[config.mk]
export PLATFORM = sky130hd
export DESIGN_NAME = axilite_arb2
export DESIGN_NICKNAME = d
export VERILOG_FILES = /design/src/rtl/axilite_arb2.sv
export SDC_FILE = /design/constraint.sdc
export NUM_CORES = 1
export LEC_CHECK = 0
export ABC_AREA = 1
export CAP_MARGIN = 20
export CORE_AREA = 4 4 119 121
export CTS_CLUSTER_SIZE = 12
export DETAILED_ROUTE_END_ITERATION = 16
export DIE_AREA = 0 0 123 125
export SLEW_MARGIN = 20
export SYNTH_ARGS = -nofsm -noshare
export SYNTH_HDL_FRONTEND = slang
export SYNTH_SLANG_ARGS = --single-unit
[constraint.sdc]
create_clock -name AXI_ACLK -period 2.4 [get_ports AXI_ACLK]
set_input_delay 0.48 -clock AXI_ACLK [delete_from_list [all_inputs] [get_ports AXI_ACLK]]
set_output_delay 0.48 -clock AXI_ACLK [all_outputs]
set_load 0.02 [all_outputs]
[src/rtl/axilite_arb2.sv]
// Two-requester AXI-Lite arbiter: S0/S1 share one downstream M port, one transaction at a time.
// Round-robin between requesters; read/write alternation within a requester.
module axilite_arb2 #(
    parameter int unsigned C_AXI_DATA_WIDTH = 32,
    parameter int unsigned C_AXI_ADDR_WIDTH = 8
) (
    input  logic                          AXI_ACLK,
    input  logic                          AXI_ARESETN,
    // requester 0
    input  logic [C_AXI_ADDR_WIDTH-1:0]   S0_AXI_ARADDR,
    input  logic [2:0]                    S0_AXI_ARPROT,
    input  logic                          S0_AXI_ARVALID,
    output logic                          S0_AXI_ARREADY,
    output logic [C_AXI_DATA_WIDTH-1:0]   S0_AXI_RDATA,
    output logic [1:0]                    S0_AXI_RRESP,
    output logic                          S0_AXI_RVALID,
    input  logic                          S0_AXI_RREADY,
    input  logic [C_AXI_ADDR_WIDTH-1:0]   S0_AXI_AWADDR,
    input  logic [2:0]                    S0_AXI_AWPROT,
    input  logic                          S0_AXI_AWVALID,
    output logic                          S0_AXI_AWREADY,
    input  logic [C_AXI_DATA_WIDTH-1:0]   S0_AXI_WDATA,
    input  logic [C_AXI_DATA_WIDTH/8-1:0] S0_AXI_WSTRB,
    input  logic                          S0_AXI_WVALID,
    output logic                          S0_AXI_WREADY,
    output logic [1:0]                    S0_AXI_BRESP,
    output logic                          S0_AXI_BVALID,
    input  logic                          S0_AXI_BREADY,
    // requester 1
    input  logic [C_AXI_ADDR_WIDTH-1:0]   S1_AXI_ARADDR,
    input  logic [2:0]                    S1_AXI_ARPROT,
    input  logic                          S1_AXI_ARVALID,
    output logic                          S1_AXI_ARREADY,
    output logic [C_AXI_DATA_WIDTH-1:0]   S1_AXI_RDATA,
    output logic [1:0]                    S1_AXI_RRESP,
    output logic                          S1_AXI_RVALID,
    input  logic                          S1_AXI_RREADY,
    input  logic [C_AXI_ADDR_WIDTH-1:0]   S1_AXI_AWADDR,
    input  logic [2:0]                    S1_AXI_AWPROT,
    input  logic                          S1_AXI_AWVALID,
    output logic                          S1_AXI_AWREADY,
    input  logic [C_AXI_DATA_WIDTH-1:0]   S1_AXI_WDATA,
    input  logic [C_AXI_DATA_WIDTH/8-1:0] S1_AXI_WSTRB,
    input  logic                          S1_AXI_WVALID,
    output logic                          S1_AXI_WREADY,
    output logic [1:0]                    S1_AXI_BRESP,
    output logic                          S1_AXI_BVALID,
    input  logic                          S1_AXI_BREADY,
    // shared downstream
    output logic [C_AXI_ADDR_WIDTH-1:0]   M_AXI_ARADDR,
    output logic [2:0]                    M_AXI_ARPROT,
    output logic                          M_AXI_ARVALID,
    input  logic                          M_AXI_ARREADY,
    input  logic [C_AXI_DATA_WIDTH-1:0]   M_AXI_RDATA,
    input  logic [1:0]                    M_AXI_RRESP,
    input  logic                          M_AXI_RVALID,
    output logic                          M_AXI_RREADY,
    output logic [C_AXI_ADDR_WIDTH-1:0]   M_AXI_AWADDR,
    output logic [2:0]                    M_AXI_AWPROT,
    output logic                          M_AXI_AWVALID,
    input  logic                          M_AXI_AWREADY,
    output logic [C_AXI_DATA_WIDTH-1:0]   M_AXI_WDATA,
    output logic [C_AXI_DATA_WIDTH/8-1:0] M_AXI_WSTRB,
    output logic                          M_AXI_WVALID,
    input  logic                          M_AXI_WREADY,
    input  logic [1:0]                    M_AXI_BRESP,
    input  logic                          M_AXI_BVALID,
    output logic                          M_AXI_BREADY
);

    localparam int unsigned DW = C_AXI_DATA_WIDTH;
    localparam int unsigned AW = C_AXI_ADDR_WIDTH;
    localparam int unsigned SW = C_AXI_DATA_WIDTH / 8;

    typedef enum logic [2:0] {StIdle, StRdA, StRdD, StWrAw, StWrB} state_e;

    state_e     state_q, state_d;
    logic       gnt_q, gnt_d;
    logic       rr_q, rr_d;
    logic [1:0] last_op_q, last_op_d;  // 1 = last completed op was a write
    logic       aw_done_q, aw_done_d;
    logic       w_done_q, w_done_d;

    logic [AW-1:0] s_araddr [2];
    logic [AW-1:0] s_awaddr [2];
    logic [2:0]    s_arprot [2];
    logic [2:0]    s_awprot [2];
    logic [DW-1:0] s_wdata  [2];
    logic [SW-1:0] s_wstrb  [2];
    logic [1:0]    s_arvalid, s_rready, s_awvalid, s_wvalid, s_bready;
    logic [1:0]    s_arready, s_rvalid, s_awready, s_wready, s_bvalid;
    logic [DW-1:0] s_rdata  [2];
    logic [1:0]    s_rresp  [2];
    logic [1:0]    s_bresp  [2];

    assign s_araddr[0] = S0_AXI_ARADDR;
    assign s_araddr[1] = S1_AXI_ARADDR;
    assign s_arprot[0] = S0_AXI_ARPROT;
    assign s_arprot[1] = S1_AXI_ARPROT;
    assign s_awaddr[0] = S0_AXI_AWADDR;
    assign s_awaddr[1] = S1_AXI_AWADDR;
    assign s_awprot[0] = S0_AXI_AWPROT;
    assign s_awprot[1] = S1_AXI_AWPROT;
    assign s_wdata[0]  = S0_AXI_WDATA;
    assign s_wdata[1]  = S1_AXI_WDATA;
    assign s_wstrb[0]  = S0_AXI_WSTRB;
    assign s_wstrb[1]  = S1_AXI_WSTRB;
    assign s_arvalid   = {S1_AXI_ARVALID, S0_AXI_ARVALID};
    assign s_rready    = {S1_AXI_RREADY, S0_AXI_RREADY};
    assign s_awvalid   = {S1_AXI_AWVALID, S0_AXI_AWVALID};
    assign s_wvalid    = {S1_AXI_WVALID, S0_AXI_WVALID};
    assign s_bready    = {S1_AXI_BREADY, S0_AXI_BREADY};

    assign {S1_AXI_ARREADY, S0_AXI_ARREADY} = s_arready;
    assign {S1_AXI_RVALID, S0_AXI_RVALID}   = s_rvalid;
    assign {S1_AXI_AWREADY, S0_AXI_AWREADY} = s_awready;
    assign {S1_AXI_WREADY, S0_AXI_WREADY}   = s_wready;
    assign {S1_AXI_BVALID, S0_AXI_BVALID}   = s_bvalid;
    assign S0_AXI_RDATA = s_rdata[0];
    assign S1_AXI_RDATA = s_rdata[1];
    assign S0_AXI_RRESP = s_rresp[0];
    assign S1_AXI_RRESP = s_rresp[1];
    assign S0_AXI_BRESP = s_bresp[0];
    assign S1_AXI_BRESP = s_bresp[1];

    logic [1:0] rd_pend, wr_pend, pend;
    logic       sel, pick_rd, aw_fire, w_fire;

    assign rd_pend = s_arvalid;
    assign wr_pend = s_awvalid & s_wvalid;
    assign pend    = rd_pend | wr_pend;
    assign sel     = pend[rr_q] ? rr_q : ~rr_q;
    // Read wins when it is the only pending op, or when both pend and the last op was a write.
    assign pick_rd = rd_pend[sel] & (~wr_pend[sel] | last_op_q[sel]);
    assign aw_fire = s_awvalid[gnt_q] & ~aw_done_q & M_AXI_AWREADY;
    assign w_fire  = s_wvalid[gnt_q] & ~w_done_q & M_AXI_WREADY;

    always_comb begin
        state_d       = state_q;
        gnt_d         = gnt_q;
        rr_d          = rr_q;
        last_op_d     = last_op_q;
        aw_done_d     = aw_done_q;
        w_done_d      = w_done_q;
        M_AXI_ARADDR  = '0;
        M_AXI_ARPROT  = '0;
        M_AXI_ARVALID = 1'b0;
        M_AXI_RREADY  = 1'b0;
        M_AXI_AWADDR  = '0;
        M_AXI_AWPROT  = '0;
        M_AXI_AWVALID = 1'b0;
        M_AXI_WDATA   = '0;
        M_AXI_WSTRB   = '0;
        M_AXI_WVALID  = 1'b0;
        M_AXI_BREADY  = 1'b0;
        s_arready     = '0;
        s_rvalid      = '0;
        s_awready     = '0;
        s_wready      = '0;
        s_bvalid      = '0;
        s_rdata[0]    = '0;
        s_rdata[1]    = '0;
        s_rresp[0]    = '0;
        s_rresp[1]    = '0;
        s_bresp[0]    = '0;
        s_bresp[1]    = '0;
        unique case (state_q)
            StIdle: begin
                if (pend[sel]) begin
                    gnt_d   = sel;
                    state_d = pick_rd ? StRdA : StWrAw;
                end
            end
            StRdA: begin
                M_AXI_ARADDR     = s_araddr[gnt_q];
                M_AXI_ARPROT     = s_arprot[gnt_q];
                M_AXI_ARVALID    = s_arvalid[gnt_q];
                s_arready[gnt_q] = M_AXI_ARREADY;
                if (s_arvalid[gnt_q] && M_AXI_ARREADY) state_d = StRdD;
            end
            StRdD: begin
                s_rdata[gnt_q]  = M_AXI_RDATA;
                s_rresp[gnt_q]  = M_AXI_RRESP;
                s_rvalid[gnt_q] = M_AXI_RVALID;
                M_AXI_RREADY    = s_rready[gnt_q];
                if (M_AXI_RVALID && s_rready[gnt_q]) begin
                    state_d          = StIdle;
                    rr_d             = ~gnt_q;
                    last_op_d[gnt_q] = 1'b0;
                end
            end
            StWrAw: begin
                M_AXI_AWADDR     = s_awaddr[gnt_q];
                M_AXI_AWPROT     = s_awprot[gnt_q];
                M_AXI_AWVALID    = s_awvalid[gnt_q] & ~aw_done_q;
                s_awready[gnt_q] = M_AXI_AWREADY & ~aw_done_q;
                M_AXI_WDATA      = s_wdata[gnt_q];
                M_AXI_WSTRB      = s_wstrb[gnt_q];
                M_AXI_WVALID     = s_wvalid[gnt_q] & ~w_done_q;
                s_wready[gnt_q]  = M_AXI_WREADY & ~w_done_q;
                aw_done_d        = aw_done_q | aw_fire;
                w_done_d         = w_done_q | w_fire;
                if (aw_done_d && w_done_d) state_d = StWrB;
            end
            StWrB: begin
                s_bresp[gnt_q]  = M_AXI_BRESP;
                s_bvalid[gnt_q] = M_AXI_BVALID;
                M_AXI_BREADY    = s_bready[gnt_q];
                if (M_AXI_BVALID && s_bready[gnt_q]) begin
                    state_d          = StIdle;
                    rr_d             = ~gnt_q;
                    last_op_d[gnt_q] = 1'b1;
                    aw_done_d        = 1'b0;
                    w_done_d         = 1'b0;
                end
            end
            default: state_d = StIdle;
        endcase
    end

    always_ff @(posedge AXI_ACLK or negedge AXI_ARESETN) begin
        if (!AXI_ARESETN) begin
            state_q   <= StIdle;
            gnt_q     <= 1'b0;
            rr_q      <= 1'b0;
            last_op_q <= 2'b11;
            aw_done_q <= 1'b0;
            w_done_q  <= 1'b0;
        end else begin
            state_q   <= state_d;
            gnt_q     <= gnt_d;
            rr_q      <= rr_d;
            last_op_q <= last_op_d;
            aw_done_q <= aw_done_d;
            w_done_q  <= w_done_d;
        end
    end

endmodule

# Yosys cells after proc, flatten, opt, wreduce, memory -nomap -nowiden
# Index checks and enable logic that the tools add are counted.
# W data, S select, Z words.
# op_classes
n_mux	80
reduce_logical	13
order_cmp	6
bitwise_logic	29
n_eq_ne	9
# op_table
op	n
$mux W32	5
$and A64 B64 Y64	1
$mux W64	1
$mux W8	8
$mux W3	13
$demux W32 S1	1
$mux W1	30
$mux W4	6
$mux W2	9
$pmux W3 S5	1
$and A2 B2 Y2	7
$ne A2 B2 Y1 const B	5
$and A4 B4 Y4	2
$and A1 B1 Y1	7
$eq A3 B2 Y1 const B	2
$logic_and A1 B1 Y1	6
$lt A1 B2 Y1 const B	3
$pmux W1 S2	3
$not A1 Y1	5
$reduce_and A5 Y1	1
$or A2 B2 Y2	2
$pmux W2 S2	1
$reduce_and A2 Y1	2
$reduce_bool A2 Y1	2
other kinds (12)	14
# totals
wordCells	143
register_bits	9
in_bits	169
output_inout_bits	145

# Logic depth before layout (Yosys ltp)
# Gate-level depths: netlist of the first run.
# logic_depth
word_depth	13
ltp_mapped	11
mapped_depth_nobuf	10

# Least setup slack after synthesis of the first run
# OpenSTA, ideal clock, no wires.
# synth_path
path_kind	register to output
startpoint	register gnt_q
endpoint	output M_AXI_ARADDR[4]
n_path_buf	3
t_required_ns	1.920
t_arrival_ns	1.425
path_stages_with_launch	7
path_slack_ns	0.495
cell_sequence	dfrtp_1 -> buf_2 -> inv_2 -> buf_4 -> clkbuf_1 -> nand2_1 -> a21oi_1
# synth_via
elab_chain_cells	5
# synth_rtl
item	line_no	source
start, declared	78	logic gnt_q, gnt_d;
start signal, assigned	231	gnt_q <= gnt_d;
$not A1 Y2 (not written as such)	175	M_AXI_ARADDR = s_araddr[gnt_q];
$mux W8 (not written as such) (3 in a row)	175	
$mux W8	167	unique case (state_q)
end, declared	50	output logic [C_AXI_ADDR_WIDTH-1:0] M_AXI_ARADDR,
# No other way between the ends. The select of a mux whose other input is x is not followed.

# Worst setup path after layout of the first run
# layout_path
startpoint	register state_q[1]
endpoint	output S0_AXI_RDATA[14]
# layout_via
elab_chain_cells	2
# layout_rtl
item	line_no	source
start, declared	77	state_e state_q, state_d;
start signal, assigned	223	state_q <= StIdle;
start signal, assigned	230	state_q <= state_d;
$eq A3 B2 Y1	167	
$mux W64	167	
end, declared	14	output logic [C_AXI_DATA_WIDTH-1:0] S0_AXI_RDATA,
# No other way between the ends.

==> summary.txt, run 1 <==
Route
  – Routed WL per cell: 15.2 um
  – Post-Route WL: 13.6 mm
  – Via count: 3656
  – ANT nets after route: 0
  – Avg Vias per Cell: 4.09
  – Residual DRC count: 0
  – Iter 0 DRT Violations: 139
  – First-pass detailed-route iteration total: 4

Global route
  – GR Util met1: 0.184
  – Largest net degree at the start of global routing: 36
  – Vias in the first global route: 3767
  – Initial antenna violation count: 1
  – Gr ovfl total: 0
  – Gr usage total: 0.162
  – Met3 GRT Util: 0.0339
  – Global-route wire length before repair: 20.3 mm
  – Busiest grt layer: met2
  – Met2 usage: 0.309

STA
  – Slew Limit Fails: 0
  – Worst-Margin Slew: 424 ps
  – Post-route setup slack: 131 ps
  – Fin Clk Skew: 4.92 ps
  – WHS: 470 ps
  – Slew margin rel.: 0.716
  – Max Fclk: 0.441 GHz
  – Final setup violation count: 0
  – Final hold vios: 0
  – Final period utilization: 0.946
  – Final min period: 2270 ps
  – Unrepaired setup endpoints after global routing: false

Logic synthesis
  – Netlist cell types: 24
  – Syn_nets: 564
  – Dominant synthesized flop cell: dfrtp_1
  – Ys Warns: 0
  – EDFF count, synth: 0
  – Mapped Area: 2000 um2
  – Syn Inst Count: 395
  – Sequential area share after synthesis: 0.114
  – Synth Register Bits: 9
  – Async SR Flop Fraction: 1.00
  – Avg Inst Size Synth: 5.06 um2

Finish
  – Post-route insts no fill: 893
  – Util after Layout: 0.407
  – Share of post-route cells with drive strength above 1: 0.124
  – Commonest non-fill, non-tap cell in the layout: clkdlybuf4s50_1
  – Nets@finish: 885
  – Most frequent cells in the layout: 168 x clkdlybuf4s50_1, 114 x dlygate4sd2_1, 86 x nor2_1
  – Area delta synth->final: 167%

Setup path
  – Reg2reg end: state_q[0]
  – Crit Path Max Fanout: 29
  – Slowest stage delay, CP: 420 ps
  – Worst Path Required: 1920 ps
  – Critical path class: register to output pin
  – Reg-to-Reg Start: gnt_q
  – Startpoint types: register
  – Crit. End Element: output pin
  – Worst Setup SP: state_q[1]
  – Crit-path slowest cell: dfrtp_2
  – Crit path DAT: 1790 ps
  – Reg2Reg Setup Slack: 740 ps
  – Critical-path cell list: inv_2, nor3_4, nand2_1, buf_4, nor2_1, dlygate4sd2_1
  – Worst Setup EP: S0_AXI_RDATA[14]
  – Reg2Reg Depth: 10

Die
  – Die W: 123 um
  – Boundary pin count: 314
  – Initial Util: 0.153
  – Num rows: 42
  – Die span in y: 125 um
  – Core Box Area: 13100 um2
  – Die Area: 15400 um2

Power
  – Pint: 1.72 mW
  – Seq pwr share: 0.081
  – Worst VDD drop: 0.316 mV
  – Static leakage: 3.27 nW
  – Clock power frac: 0.079
  – Combinational power share: 0.840
  – Sw Ratio: 0.540
  – PnR Total Power: 3.75 mW
  – Psw: 2.02 mW
  – PwrDens: 704 nW/um2

Placed design
  – GPL Wtd Cong: 0.828
  – IO buf count: 313
  – Detailed placement HPWL: 11.4 mm
  – Placed insts: 881
  – DP Worst Slack: -52.2 ps

Clocking
  – CTS buffer count: 3
  – CTS Sinks: 9
  – Clock H-tree levels: 1
  – # hold bufs at CTS: 0
  – Worst-skew pair later-pin latency: 240 ps
  – CTS Root Cell: clkbuf_16
  – Max Buffers Root-to-Sink: 2
  – TritonCTS clock tree: yes
  – Clock transition at the registers of the reported paths: 40 ps

Hold path
  – Hold path cells: 2
  – Worst Hold Class: register to register

Status
  – Status: complete, no violations

Run
  – Max Cap Viol: 0
-- synth_stat cells (2+ instances only) --
master / number / share of area
nor3_1: 8 / 0.020
dfrtp_1: 7 / 0.088
inv_2: 25 / 0.047
nor2_1: 86 / 0.16
a22oi_1: 47 / 0.18
nand2_1: 76 / 0.14
buf_2: 12 / 0.030
clkbuf_1: 2 / 0.0038
inv_1: 83 / 0.16
o21ai_0: 5 / 0.013
buf_4: 4 / 0.015
nor2_2: 2 / 0.0063
a21oi_1: 11 / 0.028
buf_6: 3 / 0.017
nand4_1: 4 / 0.013
dfstp_2: 2 / 0.026
nand3_1: 11 / 0.028
-- worst min path at each step --
stage | start | to
5_1_grt | register | register
2_1_floorplan | AXI_ARESETN | aw_done_q
3_3_place_gp | register | register
6_report | register | register
3_5_place_dp | register | register
4_1_cts | register | register
-- cell type report --
class / count / area, um2
Sequential cell: 9 / 229
Multi-Input combinational cell: 256 / 1250
Antenna cell: 2 / 5.00
Clock buffer: 4 / 78.8
Fill cell: 1393 / 7760
Tap cell: 176 / 220
Timing Repair Buffer: 338 / 3140
Inverter: 108 / 405
-- critical path: cells and delay by family, from the launching register on --
kind                   cells  cell delay (ps)
buffers and inverters      3              680
AND/OR/NAND/NOR            3              450
flip-flops                 1              420
-- timing repair --
action,in CTS,in global routing
gates resized for setup,172,37
setup buffers,4,0
gates cloned,2,0
pin swaps,2,1
setup endpoints to repair,142,48
-- metal layers --
| metal | routed length, um | up-vias |
|---|---|---|
| met5 | 0 | - |
| met4 | 201 | 0 |
| met3 | 1120 | 10 |
| met2 | 7060 | 149 |
| met1 | 5200 | 1653 |
| li1 | - | 1844 |
-- kinds of logic (layout without fill, tap and decap cells) --
| group | Yosys count | in the layout | synth area share |
|---|---|---|---|
| simple gates | 191 | 191 | 0.392 |
| buf+inv | 130 | 450 | 0.271 |
| compound gates | 65 | 65 | 0.223 |
| flops | 9 | 9 | 0.114 |
| other cells | 0 | 2 | 0 |
-- stage by stage --
stage / cell area (um2) / TNS, ps
floorplan: 2000 / 0
global placement: 5410 / -75.9
detailed placement: 5410 / -85.9
CTS: 5440 / -5.64
global route: 5320 / 0
finish: 5320 / 0
-- power by group through the flow --
stage	logic, mW	clock network (mW)	registers, mW
floorplan	1.78	0	0.277
global placement	3.40	0	0.295
detailed placement	3.43	0	0.298
CTS	3.24	0.301	0.302
global route	3.43	0.312	0.314
finish	3.15	0.297	0.303
No activity file was read; power rests on OpenSTA's default activity.
==> run 2: changes to the inputs <==
- CORE_AREA: 4 4 119 121 -> 8 8 116 118
- DIE_AREA: 0 0 123 125 -> 0 0 124 126
==> run 2 against run 1 <==
Compared with the run above:
- via count shrank 1.6%
- non-clock buffer count shrank 3
- combinational power shrank 1%
- sequential cell count is the same
- worst hold slack gained 1.2 ps
- routed wire length grew 6.9%
- setup slack lost 36 ps
- sequential share of layout area is essentially flat
- die area grew 1.6%
- sequential power shrank 1%
- critical path type is now primary input to output pin
- critical endpoint is now M_AXI_RREADY
- largest cell class unchanged
- largest power group unchanged
==> summary.txt, run 2 (same netlist as run 1, synthesis figures left out) <==
Finish
  – Register area: 229 um2 (unchanged)
  – Area of the multi-input gates: 1240 um2 (-0.60%)
  – Util after Layout: 0.454 (+0.0468)
  – Post-route insts no fill: 859 (-3.8%)
  – Post-route design area: 5310 um2 (-0.21%)
  – Antenna cells: 0 (-2)
  – Commonest non-fill, non-tap cell in the layout: clkdlybuf4s50_1
  – Most frequent cells in the layout: 169 x clkdlybuf4s50_1, 130 x dlygate4sd2_1, 86 x nor2_1
  – Nets@finish: 882 (-0.34%)
  – Fillers: 1250 (-10%)
  – Share of post-route cells with drive strength above 1: 0.0843 (-0.0402)
  – Area delta synth->final: 166%

Route
  – Post-Route WL: 14.5 mm (+6.9%)
  – Routed WL per cell: 16.9 um (+11%)
  – Avg Vias per Cell: 4.19 (+2.3%)
  – Iter 0 DRT Violations: 210 (+51%)
  – First-pass detailed-route iteration total: 4 (unchanged)
  – Via count: 3598 (-1.6%)
  – Residual DRC count: 0 (unchanged)
  – ANT nets after route: 0 (unchanged)

Placed design
  – IO buf count: 313 (unchanged)
  – GPL Wtd Cong: 0.887 (+7.1%)
  – Placed Area: 5390 um2 (-0.30%)
  – DP Worst Slack: -16.4 ps (+35.9 ps)
  – Placed insts: 853 (-3.2%)
  – Detailed placement HPWL: 12.8 mm (+12%)

Setup path
  – Reg2reg end: state_q[0]
  – Startpoint types: primary input
  – Critical-path cell list: clkdlybuf4s50_1, inv_1, nand2_1, and3_1, clkdlybuf4s50_1
  – Slowest stage delay, CP: 620 ps (+200 ps)
  – Worst Setup SP: S0_AXI_RREADY
  – Most used cell, CP: clkdlybuf4s50_1
  – Crit Path Max Fanout: 2 (-93%)
  – Reg-to-Reg Start: gnt_q
  – Critical path class: primary input to output pin
  – Crit. End Element: output pin
  – Reg2Reg Setup Slack: 710 ps (-30 ps)
  – Worst Path Required: 1920 ps (about the same)
  – Crit path DAT: 1830 ps (+40 ps)
  – Worst Setup EP: M_AXI_RREADY
  – Crit-path slowest cell: clkdlybuf4s50_1
  – Reg2Reg Depth: 12 (+2)

Hold path
  – Worst Hold Class: register to register

Global route
  – Vias in the first global route: 3653 (-3.0%)
  – Met2 usage: 0.338 (+0.0290)
  – Met3 GRT Util: 0.0384 (+0.00455)
  – Gr usage total: 0.172 (+0.00934)
  – Global-route wire length before repair: 21.1 mm (+3.9%)
  – Initial antenna violation count: 1 (unchanged)
  – Largest net degree at the start of global routing: 36 (unchanged)
  – GR Util met1: 0.181 (-0.00322)
  – Gr ovfl total: 0 (unchanged)
  – Busiest grt layer: met2

Power
  – Static leakage: 3.24 nW (-1.0%)
  – PnR Total Power: 3.70 mW (-1.3%)
  – Worst VDD drop: 0.422 mV (+33%)
  – PwrDens: 697 nW/um2 (-1.0%)

Die
  – Die W: 124 um (+0.81%)
  – Die Area: 15600 um2 (+1.6%)
  – Initial Util: 0.171 (+0.0179)
  – Boundary pin count: 314 (unchanged)
  – Die span in y: 126 um (+0.80%)
  – Core Box Area: 11700 um2 (-10%)
  – Num rows: 40 (-4.8%)

STA
  – Post-route setup slack: 94.6 ps (-35.9 ps)
  – Final period utilization: 0.961 (+0.0150)
  – Slew margin rel.: 0.712 (-0.00477)
  – Max Fclk: 0.434 GHz (-1.6%)
  – Final setup violation count: 0 (unchanged)
  – Setup TNS: 0 ps (unchanged)
  – Final hold vios: 0 (unchanged)
  – Slew Limit Fails: 0 (unchanged)
  – Worst-Margin Slew: 431 ps (+7.14 ps)
  – Final min period: 2310 ps (+35.9 ps)
  – Fin Clk Skew: 2.26 ps (-2.66 ps)
  – WHS: 471 ps (+1.17 ps)

Status
  – Status: complete, no violations

Clocking
  – CTS Sinks: 9 (unchanged)
  – CTS buffer count: 3 (unchanged)
  – Max Buffers Root-to-Sink: 2 (unchanged)
  – CTS Root Cell: clkbuf_16
  – Worst-skew pair later-pin latency: 230 ps (about the same)
  – TritonCTS clock tree: yes
  – Clock H-tree levels: 1 (unchanged)
  – Clock transition at the registers of the reported paths: 40 ps (about the same)

Run
  – Max Cap Viol: 0 (unchanged)
==> run 2: cell types whose count changed in the layout (fill, tap and decap cells not counted), moves of 2 or more <==
cell / delta
clkdlybuf4s15_1: +11
dlygate4sd2_1: +16
bufbuf_16: -2
diode_2: -2
buf_2: -6
dlymetal6s2s_1: -3
clkbuf_2: -19
buf_4: -2
==> run 2: routing by layer <==
metal,vias to the layer above,share of wire
li1,1836,-
met2,157,0.53
met4,2,0.0099
met3,14,0.091
met5,-,0.00090
met1,1589,0.37
==> run 2: cell type report <==
cell class	count	share of cell area
Clock buffer	4	0.0148
Inverter	108	0.0763
Multi-Input combinational cell	256	0.233
Sequential cell	9	0.0431
Tap cell	147	0.0346
Timing Repair Buffer	335	0.598
==> run 2: what timing repair did <==
action | 4_1_cts | 5_1_grt
hold buffers | 0 | 0
gates resized for setup | 144 | 17
setup endpoints to repair | 144 | 15
buffers inserted | 2 | 0
pin swaps | 0 | 0
==> run 2: worst min-delay path by stage <==
| stage | slack (ps) | start | end | depth (start not counted) |
|---|---|---|---|---|
| floorplan | 180 | AXI_ARESETN | aw_done_q | 0 |
| global placement | 460 | register | register | 2 |
| detailed placement | 470 | register | register | 2 |
| CTS | 480 | register | register | 2 |
| global route | 480 | register | register | 2 |
| finish | 470 | register | register | 2 |
==> run 2: where the power goes <==
part / total [mW] / internal, mW / switching [mW]
logic: 3.11 / 1.25 / 1.86
clock network: 0.292 / 0.222 / 0.0705
registers: 0.299 / 0.233 / 0.0657
total: 3.70 / 1.70 / 2.00
==> run 2: critical path, delay by kind of cell <==
family,cells,cell delay (ps)
buffers and inverters,3,1110
and+or+nand+nor,2,240
==> run 3: changes to the inputs <==
- REMOVE_ABC_BUFFERS: default -> 1
==> run 3 against run 2 <==
Compared with the run above:
- critical path depth increased by 2
- highest routed layer is now met4
- die area unchanged
- sequential power about the same
- via count decreased by 0.44%
- register-to-register slack about the same
- largest cell class unchanged
- total power increased by 2.0%
- critical endpoint is now M_AXI_WDATA[20]
- worst hold slack got worse by 1.6 ps
- sequential share of layout area decreased by 0.054 points
- clock skew decreased by 1.7 ps
- fmax increased by 0.96%
==> summary.txt, run 3 (same netlist as run 1, synthesis figures left out) <==
Status
  – Status: complete, no violations

Finish
  – Fillers: 1256 (+0.48%)
  – Share of post-route cells with drive strength above 1: 0.108 (+0.0242)
  – Most frequent cells in the layout: 168 x clkdlybuf4s50_1, 121 x dlygate4sd2_1, 86 x nor2_1
  – Util after Layout: 0.459 (+0.00577)
  – Register area: 229 um2 (unchanged)
  – Commonest non-fill, non-tap cell in the layout: clkdlybuf4s50_1
  – Area delta synth->final: 169%
  – Antenna cells: 0 (unchanged)
  – Nets@finish: 880 (-0.23%)
  – Area of the multi-input gates: 1250 um2 (+0.61%)

STA
  – Unrepaired setup endpoints after global routing: false
  – Final period utilization: 0.951 (-0.00910)
  – Slew Limit Fails: 0 (unchanged)
  – Final setup violation count: 0 (unchanged)
  – Worst-Margin Slew: 406 ps (-25.3 ps)
  – Final min period: 2280 ps (-21.8 ps)
  – Final hold vios: 0 (unchanged)
  – Setup TNS: 0 ps (unchanged)
  – Max Fclk: 0.438 GHz (+0.96%)
  – Post-route setup slack: 116 ps (+21.8 ps)
  – Slew margin rel.: 0.728 (+0.0169)
  – Fin Clk Skew: 0.559 ps (-1.70 ps)

Placed design
  – GPL Wtd Cong: 0.876 (-1.3%)
  – IO buf count: 313 (unchanged)
  – DP Worst Slack: -47.2 ps (-30.8 ps)
  – Detailed placement HPWL: 12.7 mm (-0.76%)

Clocking
  – Clock transition at the registers of the reported paths: 40 ps (about the same)
  – Max Buffers Root-to-Sink: 2 (unchanged)
  – Clock H-tree levels: 1 (unchanged)
  – CTS buffer count: 3 (unchanged)
  – CTS Sinks: 9 (unchanged)
  – CTS Root Cell: clkbuf_16
  – Worst-skew pair later-pin latency: 230 ps (about the same)
  – TritonCTS clock tree: yes
  – # hold bufs at CTS: 0 (unchanged)

Setup path
  – Startpoint types: register
  – Worst Path Required: 1920 ps (about the same)
  – Crit Path Max Fanout: 20 (+18)
  – Critical path class: register to output pin
  – Reg2Reg Depth: 10 (-2)
  – Crit. End Element: output pin
  – Reg2reg end: state_q[1]
  – Reg2Reg Setup Slack: 710 ps (about the same)
  – Reg-to-Reg Start: gnt_q
  – Crit path DAT: 1800 ps (-30 ps)

Power
  – Worst VDD drop: 0.564 mV (+34%)
  – Static leakage: 3.27 nW (+0.86%)
  – PwrDens: 701 nW/um2 (+0.68%)

Route
  – Avg Vias per Cell: 4.18 (-0.21%)
  – Iter 0 DRT Violations: 179 (-15%)
  – Residual DRC count: 0 (unchanged)
  – Via count: 3582 (-0.44%)
  – ANT nets after route: 0 (unchanged)
  – Post-Route WL: 14.9 mm (+2.4%)
  – Routed WL per cell: 17.3 um (+2.6%)
  – First-pass detailed-route iteration total: 4 (unchanged)

Hold path
  – Hold path cells: 2 (unchanged)
  – Worst Hold Class: register to register

Die
  – Num rows: 40 (unchanged)
  – Die W: 124 um (unchanged)
  – Initial Util: 0.171 (unchanged)
  – Core Box Area: 11700 um2 (unchanged)
  – Die Area: 15600 um2 (unchanged)
  – Boundary pin count: 314 (unchanged)
  – Die span in y: 126 um (unchanged)

Global route
  – Gr usage total: 0.172 (about the same)
  – Initial antenna violation count: 0 (-1)
  – Vias in the first global route: 3536 (-3.2%)
  – Global-route wire length before repair: 21.0 mm (-0.55%)
  – Gr ovfl total: 0 (unchanged)
  – Largest net degree at the start of global routing: 40 (+11%)

Run
  – Max Cap Viol: 0 (unchanged)
-- run 3: stage by stage --
stage | total power [mW] | instances | cell area (um2) | hold WS (ps)
finish | 3.77 | 857 | 5380 | 469
global route | 4.07 | 857 | 5380 | 513
CTS | 3.80 | 856 | 5350 | 465
detailed placement | 3.74 | 850 | 5360 | 460
global placement | 3.71 | 850 | 5360 | 457
floorplan | 1.94 | 373 | 1860 | 184
-- run 3: worst max-delay path by stage --
| stage | startpoint | cells after the start | to | slack, ps |
|---|---|---|---|---|
| final | state_q[0] | 7 | M_AXI_WDATA[20] | 120 |
| after global routing | gnt_q | 6 | M_AXI_WDATA[24] | 20 |
| after CTS | gnt_q | 6 | M_AXI_ARVALID | -60 |
| after detailed placement | S0_AXI_ARVALID | 6 | M_AXI_ARVALID | -50 |
| after global placement | S0_AXI_ARVALID | 6 | M_AXI_ARVALID | -50 |
| after floorplan | gnt_q | 4 | S1_AXI_AWREADY | -460 |
-- run 3: routing by layer --
| metal | track usage | wire length (um) | vias up |
|---|---|---|---|
| met5 | 0 | 0 | - |
| met4 | 0.0203 | 116 | 0 |
| met3 | 0.0273 | 1070 | 8 |
| met2 | 0.344 | 8270 | 141 |
| met1 | 0.184 | 5400 | 1596 |
| li1 | - | - | 1837 |
-- run 3: worst max-delay path, cell delays in order, from the launching register on --
cell and delay [ps]:
dfrtp_1 430, nand3_4 150, nor2_4 50, buf_4 140, bufbuf_16 290, a22oi_1 200, inv_2 50, clkdlybuf4s15_2 260
-- run 3: what timing repair did --
| action | in CTS | in global routing |
|---|---|---|
| cloned | 1 | 0 |
| setup buffers | 1 | 1 |
| setup endpoints to repair | 141 | 23 |
| gates resized for setup | 177 | 9 |
| pin swaps | 1 | 0 |
-- run 3: area by class of cell --
class	instances	share of cell area
clock buffer	4	0.0147
sequential	9	0.0426
inverter	108	0.0754
timing repair buffer	333	0.602
tap	147	0.0342
multi-input combinational	256	0.232
-- run 3: power breakdown --
| group | internal, mW | leakage, nW | switching [mW] | total (mW) |
|---|---|---|---|---|
| combinational | 1.29 | 3.12 | 1.89 | 3.18 |
| sequential | 0.233 | 0.107 | 0.0687 | 0.302 |
| clock | 0.222 | 0.0382 | 0.0727 | 0.295 |
| total | 1.74 | 3.27 | 2.03 | 3.77 |
